<file path="src/rtl/serial_adder.sv">
// Bit-serial adder: one full-adder slice with a registered carry, LSB-first over WIDTH cycles.
// Optional SERIAL_ADD_OVF_EN adds a held two's-complement overflow output (ovf).
module serial_adder #(
   parameter int unsigned WIDTH = 8
) (
   input  logic             clk,
   input  logic             rst,
   input  logic             start,
   input  logic [WIDTH-1:0] a,
   input  logic [WIDTH-1:0] b,
   input  logic             cin,
   output logic             busy,
   output logic             done,
   output logic [WIDTH-1:0] sum,
   output logic             cout
`ifdef SERIAL_ADD_OVF_EN
  ,output logic             ovf
`endif
);

   localparam int unsigned CW = $clog2(WIDTH + 1);

   typedef enum logic [1:0] {IDLE, RUN, DONE} state_t;

   state_t           state_q,  state_d;
   logic [WIDTH-1:0] a_sh_q,   a_sh_d;
   logic [WIDTH-1:0] b_sh_q,   b_sh_d;
   logic [WIDTH-1:0] res_sh_q, res_sh_d;
   logic [WIDTH-1:0] sum_q,    sum_d;
   logic [CW-1:0]    cnt_q,    cnt_d;
   logic             carry_q,  carry_d;
   logic             busy_q,   busy_d;
   logic             done_q,   done_d;
   logic             cout_q,   cout_d;
`ifdef SERIAL_ADD_OVF_EN
   logic             ovf_q,    ovf_d;
`endif

   logic bit_s;
   logic carry_nxt;
   logic last_bit;

   always_comb begin
      bit_s     = a_sh_q[0] ^ b_sh_q[0] ^ carry_q;
      carry_nxt = (a_sh_q[0] & b_sh_q[0]) | (carry_q & (a_sh_q[0] ^ b_sh_q[0]));
      last_bit  = (cnt_q == CW'(WIDTH - 1));

      state_d  = state_q;
      a_sh_d   = a_sh_q;
      b_sh_d   = b_sh_q;
      res_sh_d = res_sh_q;
      sum_d    = sum_q;
      cnt_d    = cnt_q;
      carry_d  = carry_q;
      busy_d   = busy_q;
      done_d   = 1'b0;
      cout_d   = cout_q;
`ifdef SERIAL_ADD_OVF_EN
      ovf_d    = ovf_q;
`endif

      case (state_q)
         // The DONE cycle also serves as an accept slot, so back-to-back ops run every WIDTH+1 cycles.
         IDLE, DONE: begin
            state_d = IDLE;
            busy_d  = 1'b0;
            if (start) begin
               a_sh_d  = a;
               b_sh_d  = b;
               carry_d = cin;
               cnt_d   = '0;
               busy_d  = 1'b1;
               state_d = RUN;
            end
         end
         RUN: begin
            a_sh_d   = a_sh_q >> 1;
            b_sh_d   = b_sh_q >> 1;
            res_sh_d = (res_sh_q >> 1) | (WIDTH'(bit_s) << (WIDTH - 1));
            carry_d  = carry_nxt;
            cnt_d    = cnt_q + CW'(1);
            if (last_bit) begin
               sum_d   = res_sh_d;
               cout_d  = carry_nxt;
`ifdef SERIAL_ADD_OVF_EN
               ovf_d   = carry_q ^ carry_nxt;
`endif
               busy_d  = 1'b0;
               done_d  = 1'b1;
               state_d = DONE;
            end
         end
         default: begin
            state_d = IDLE;
            busy_d  = 1'b0;
         end
      endcase
   end

   always_ff @(posedge clk) begin
      if (rst) begin
         state_q  <= IDLE;
         a_sh_q   <= '0;
         b_sh_q   <= '0;
         res_sh_q <= '0;
         sum_q    <= '0;
         cnt_q    <= '0;
         carry_q  <= 1'b0;
         busy_q   <= 1'b0;
         done_q   <= 1'b0;
         cout_q   <= 1'b0;
`ifdef SERIAL_ADD_OVF_EN
         ovf_q    <= 1'b0;
`endif
      end else begin
         state_q  <= state_d;
         a_sh_q   <= a_sh_d;
         b_sh_q   <= b_sh_d;
         res_sh_q <= res_sh_d;
         sum_q    <= sum_d;
         cnt_q    <= cnt_d;
         carry_q  <= carry_d;
         busy_q   <= busy_d;
         done_q   <= done_d;
         cout_q   <= cout_d;
`ifdef SERIAL_ADD_OVF_EN
         ovf_q    <= ovf_d;
`endif
      end
   end

   assign busy = busy_q;
   assign done = done_q;
   assign sum  = sum_q;
   assign cout = cout_q;
`ifdef SERIAL_ADD_OVF_EN
   assign ovf  = ovf_q;
`endif

endmodule
</file>
<file path="config.mk">
export PLATFORM = sky130hd
export DESIGN_NAME = serial_adder
export DESIGN_NICKNAME = d
export VERILOG_FILES = /design/src/rtl/serial_adder.sv
export SDC_FILE = /design/constraint.sdc
export NUM_CORES = 1
export LEC_CHECK = 0
export ABC_AREA = 0
export BUFFER_PORTS_ARGS = -buffer_cell sky130_fd_sc_hd__buf_2
export CORE_MARGIN = 1.5
export CORE_UTILIZATION = 55
export CTS_BUF_LIST = sky130_fd_sc_hd__clkbuf_2 sky130_fd_sc_hd__clkbuf_4 sky130_fd_sc_hd__clkbuf_8
export CTS_CLUSTER_DIAMETER = 80
export CTS_CLUSTER_SIZE = 30
export DETAILED_ROUTE_END_ITERATION = 12
export PLACE_DENSITY = 0.79
export SLEW_MARGIN = 20
export SYNTH_ARGS = -nofsm -noshare
export SYNTH_HDL_FRONTEND = slang
export SYNTH_SLANG_ARGS = --single-unit
</file>
<file path="constraint.sdc">
create_clock -name clk -period 4.25 [get_ports clk]
set_clock_uncertainty 0.15 [all_clocks]
set_input_delay 0.2125 -clock clk [delete_from_list [all_inputs] [get_ports clk]]
set_output_delay 0.2125 -clock clk [all_outputs]
set_load 0.02 [all_outputs]
</file>
==> qor.csv, run 1 <==
metric,value,unit
routed length per instance,12.6,microns
initial antenna violation count,0,
I/O pin count,31,
total leakage power,0.770,nW
R2R cell count,3,
Max Cap Violations,0,
Psw,0.172,mW
synthesized-area fraction occupied by adder cells,1.94,%
final cycle utilization of the critical path,52.3,%
Worst slew margin,31.6,%
RR Startpoint,state_q[0],
CTS sink cnt,40,
"Slew Viols, Final",0,
WS Path Type,reg -> reg,
cells after synthesis,180,
Sequential Area,801,sq um
filler cell count,217,
"Net Count, Synth",202,
final hold vios,0,
WP buf/inv,0,
worst-margin pin slew,1020,ps
Initial Util,59.3,%
overall power,0.752,mW
# DRC,0,
first-pass GRT wire length,5.26,mm
clock share of power,36.7,%
Critical Path AT,2350,ps
share of cells above drive strength 1,19.8,%
final setup violation count,0,
Gate power share,10.5,%
DRT antenna net count,0,
Core Box Area,2830,sq um
element type at the critical path start,flop,
Clock Latency Late Sink,350,ps
clk slew on worst S/H paths,110,ps
sequential share of power,52.8,%
Compound-Gate Fraction of Synth Area,15.8,%
RSZ-0062 raised after global routing,false,
top_reg_cell synth,dfxtp_1,
DRT Wirelength,3.12,mm
CTS Buf Count,5,
"commonest non-fill, non-tap cells in the layout","40 x dfxtp_1, 30 x buf_2, 28 x a21oi_1",
root buffer cell,clkbuf_4,
CP max stage delay,850,ps
Port Buf Inserts,30,
"commonest non-fill, non-tap cell in the layout",dfxtp_1,
1st-pass router iterations,6,
family with the most delay on the worst path,simple AND/OR/NAND/NOR gates,
Post-Syn Area per Cell,9.32,sq um
DRT iter0 DRCs,84,
Yosys warnings,0,
H-tree depth,2,
slowest cell on the critical path,nor2b_2,
TNS Setup,0,ps
Core Rows,19,
status,completed,
CTS tree,built,
sw frac,22.8,%
number of synthesized register bits,40,
mux contribution to synthesized area,6.94,%
routed via count,1377,
XOR/XNOR share of the synthesized area,0,%
gr usage total,20.6,%
fin crit period,2220,ps
sequential area share after synthesis,47.7,%
"Cell Area, Synth",1680,sq um
largest family of logic cells by synthesized area,simple AND/OR/NAND/NOR gates,
Die Height,58.2,microns
vias in the first global route,1218,
pwr/cell area,374,nW/um^2
Max VDD drop,0.253,mV
Final #Nets,238,
Worst Path Required,4380,ps
cell count of the worst hold path,3,
area grow syn2layout,19.9,%
detailed placement HPWL,1.89,mm
Setup crit end kind,flop,
Post-Synth Simple-Gate Area,21.6,%
Die W,58.2,microns
fmax,450,MHz
critical path peak fanout,28,
R2R Setup Slk,2030,ps
Setup crit start,state_q[0],
Hold Path Class,in -> reg,
Post-synth EDFFs,0,
Final GP Congestion,0.684,
largest net degree at the start of global routing,51,
Yosys cell types,25,
Die Area,3390,sq um
area of the multi-input gates,777,sq um
crit path cell chain,"nor2b_2, and4b_4, mux2i_1",
Async SR Flop Fraction,0,%
GRT overflow,0,
clock buffer depth,2,
R2R Path End,cout,
Internal,0.581,mW
min-delay src,b[5],
ANT cells,0,
end of the worst hold path,b_sh_q[5],
vias per inst,5.55,
-- worst register-to-register path: cells and delay by family (launching register included) --
kind          cells  cell delay, ps
simple gates      2            1390
flops             1             390
mux               1             240
-- how the worst max path moves through the flow --
stage	endpoint	slack, ps	cells past startpoint
after floorplan	cout	2730	5
after global routing	cout	1810	3
after CTS	cout	2000	3
after global placement	cout	2150	3
after detailed placement	cout	2030	3
final	cout	2030	3
-- area by class of cell --
cell class | instances | area share (%)
Timing Repair Buffer | 45 | 14.9
Sequential cell | 40 | 39.8
Clock inverter | 1 | 1.49
Multi-Input combinational cell | 124 | 38.6
Tap cell | 31 | 1.93
Clock buffer | 7 | 3.23
-- stage by stage --
step	setup WS [ps]	util [%]	hold WS, ps	cell area (sq um)	std cells
floorplan	2730	-	199	1680	180
global placement	2150	62.5	294	1770	225
detailed placement	2030	62.5	300	1770	225
CTS	2000	71.1	10.4	2010	248
global route	1810	71.1	8.21	2010	248
finish	2030	71.1	11.9	2010	248
-- cell families (layout without fill, tap and decap cells) --
family | after synthesis | after routing
mux | 11 | 11
simple gates | 67 | 67
compound gates | 44 | 44
fa+ha+maj | 2 | 2
buf+inv | 16 | 53
flops | 40 | 40
-- synth_stat cells, types with 2 or more instances --
| master | instances | area [sq um] |
|---|---|---|
| nand3_1 | 19 | 95.1 |
| clkbuf_1 | 5 | 18.8 |
| buf_4 | 2 | 15.0 |
| a21oi_1 | 28 | 140 |
| dfxtp_1 | 40 | 801 |
| nand2_1 | 17 | 63.8 |
| nand2b_1 | 21 | 131 |
| mux2i_1 | 9 | 90.1 |
| and2b_1 | 2 | 15.0 |
| a22oi_1 | 15 | 113 |
| buf_2 | 7 | 35.0 |
| nor2_1 | 2 | 7.51 |
-- power by group through the flow --
stage	clock, mW	sequential, mW	combinational [mW]
after floorplan	0	0.405	0.0549
after global placement	0	0.405	0.0651
after detailed placement	0	0.406	0.0676
after CTS	0.280	0.397	0.0780
after global routing	0.296	0.399	0.0881
final	0.276	0.397	0.0789
-- registers in the layout, summed over array words and instances, names as in the netlist --
| register | flops |
|---|---|
| cnt_q | 4 |
| b_sh_q | 8 |
| carry_q | 1 |
| a_sh_q | 8 |
| sum | 8 |
| cout | 1 |
| done | 1 |
| res_sh_q | 7 |
| state_q | 2 |
-- what timing repair did --
action,in CTS,in global routing
setup buffers,0,0
hold buffers,15,0
hold endpoints to repair,15,0
resized for setup,0,0
-- layer usage --
metal  vias up  track usage (%)  share of wire, %
met5         -                0                 0
met3         7             6.25               4.0
met4         0             7.97               1.7
met1       641             24.9                43
li1        694                -                 -
met2        35             34.4                51
No activity file was read; power rests on OpenSTA's default activity.
==> run 2, diff against run 1 <==
Settings changed: ABC_AREA 0 to 1, CORE_UTILIZATION 55 to 52, PLACE_DENSITY 0.79 to 0.78.
Clock period 4.25 ns to 2 ns, I/O delays scaled along.
==> run 2 against run 1 <==
Effect of this change:
- register-to-register slack got worse by 1500 ps
- sequential power up 120%
- utilization shrank 4.9 points
==> qor.csv, run 2 <==
metric,value,unit
vias per inst,5.05,
final cycle utilization of the critical path,72.3,%
detailed placement HPWL,2.31,mm
Async SR Flop Fraction,0,%
WS Path Type,reg -> reg,
Hold Path Class,in -> reg,
min-delay src,rst,
"commonest non-fill, non-tap cells in the layout","69 x nand3_1, 40 x dfxtp_1, 33 x nand2_1",
Setup crit end kind,flop,
status,completed,
RSZ-0062 raised after global routing,false,
Core Box Area,3310,sq um
Final #Nets,306,
H-tree depth,2,
final setup violation count,0,
Max Cap Violations,0,
DRT iter0 DRCs,77,
Post-Syn Area per Cell,7.41,sq um
fin worst setup slack,554,ps
Port Buf Inserts,30,
sequential area share after synthesis,44.8,%
critical path peak fanout,10,
Max VDD drop,0.450,mV
share of cells above drive strength 1,17.5,%
top-count cell post-synth,nand3_1,
total leakage power,1.01,nW
CP max stage delay,420,ps
TNS Setup,0,ps
vias in the first global route,1578,
CTS sink cnt,40,
Core Rows,21,
CTS tree,built,
worst-margin pin slew,402,ps
# DRC,0,
Post-CTS Resized,0,
final hold vios,0,
Yosys cell types,20,
Synth top cells by count,"69 x nand3_1, 40 x dfxtp_1, 33 x nand2_1, 23 x nor2_1, 22 x a21oi_1",
Post-synth EDFFs,0,
Synth area leader,dfxtp_1,
1st-pass router iterations,4,
pwr/cell area,750,nW/um^2
initial antenna violation count,0,
"Cell Area, Synth",1790,sq um
clk slew on worst S/H paths,130,ps
"Hold-fix buffers, CTS",17,
routed via count,1673,
post-synth top area share,44.8,%
Critical Path AT,1560,ps
Worst Path Required,2120,ps
dpl cells,306,
clock buffer depth,2,
R2R Setup Slk,550,ps
"commonest non-fill, non-tap cell in the layout",nand3_1,
routed length per instance,11.8,microns
WP buf/inv,0,
CTS Buf Count,5,
family with the most delay on the worst path,simple AND/OR/NAND/NOR gates,
post-CTS setup buffer count,0,
gr usage total,24.3,%
largest net degree at the start of global routing,28,
slowest cell on the critical path,dfxtp_1,
Setup Slack @ Placement,549,ps
Die W,61.6,microns
fin cells,331,
Area contributors post-synth,"dfxtp_1 45%, nand3_1 19%, nand2_1 6.9%, a21oi_1 6.2%, nor2_1 4.8%",
Initial Util,54.0,%
fmax,692,MHz
"Net Count, Synth",263,
Die Area,3800,sq um
fin crit period,1450,ps
top_reg_cell synth,dfxtp_1,
Final GP Congestion,0.833,
area grow syn2layout,22.6,%
RR Startpoint,cnt_q[0],
DRT Wirelength,3.91,mm
Yosys warnings,0,
GRT overflow,0,
CP dominant cell by count,nand2_1,
element type at the critical path start,flop,
crit path cell chain,"ha_1, nand2_1, nor2_1, nand2_2, nand3_1, nand2_1",
"Slew Viols, Final",0,
root buffer cell,clkbuf_4,
filler cell count,325,
DRT antenna net count,0,
cells after synthesis,241,
I/O pin count,31,
Die Height,61.6,microns
number of synthesized register bits,40,
first-pass GRT wire length,6.84,mm
Worst slew margin,73.1,%
Setup crit start,cnt_q[0],
Clock Latency Late Sink,350,ps
ANT cells,0,
run 2: cell count changes after synthesis, moves of 3 or more:
cell | previous run | this run
a21oi_1 | 28 | 22
a22oi_1 | 15 | 0
buf_4 | 2 | 5
inv_1 | 0 | 19
mux2i_1 | 9 | 0
nand2_1 | 17 | 33
nand2_2 | 0 | 3
nand2b_1 | 21 | 0
nand3_1 | 19 | 69
nor2_1 | 2 | 23
o21ai_0 | 0 | 8
run 2: worst paths after layout:
kind                 end  depth (start not counted)
max               sum[6]                          6
min            a_sh_q[3]                          3
max reg2reg       sum[6]                          6
min reg2reg  res_sh_q[1]                          2
run 2: metal layers:
layer / up-vias / track usage [%] / share of wire, %
li1: 880 / - / -
met1: 744 / 28.4 / 43
met2: 47 / 43.0 / 51
met3: 2 / 6.09 / 4.7
met4: 0 / 8.21 / 0.90
met5: - / 0 / 0
run 2: logic make-up (layout without fill, tap and decap cells):
logic type      count (synthesis)  in the layout  synth area share (%)
fa+ha+maj                       2              2                  1.82
compound gates                 31             31                  8.68
simple gates                  130            130                  33.9
flops                          40             40                  44.8
buf+inv                        38             82                  10.8
run 2: through the flow:
step                      util (%)  area, sq um  hold slack, ps  total power, mW
final                         66.2         2190            29.9             1.64
after global routing          66.2         2190            48.9             1.72
after CTS                     66.2         2190            22.9             1.65
after detailed placement      58.5         1940             209             1.08
after global placement        58.5         1940             207             1.07
after floorplan                  -         1790            19.1             1.03
run 2: where the power goes:
part / leakage (nW) / switching (mW) / total [mW] / internal [mW]
registers: 0.327 / 0.0267 / 0.864 / 0.837
logic: 0.640 / 0.127 / 0.222 / 0.0956
clock network: 0.0418 / 0.290 / 0.557 / 0.267
run 2: layout make-up:
cell class	count	area (sq um)	share of cell area (%)
sequential	40	801	36.6
clock buffer	5	37.5	1.71
multi-input combinational	163	793	36.2
tap	46	57.6	2.63
clock inverter	3	46.3	2.11
timing repair buffer	52	370	16.9
inverter	22	85.1	3.88
run 2: worst reg2reg max path, stage by stage (launching register included):
cell and delay, ps:
dfxtp_1 420, ha_1 210, nand2_1 80, nor2_1 170, nand2_2 160, nand3_1 110, nand2_1 50
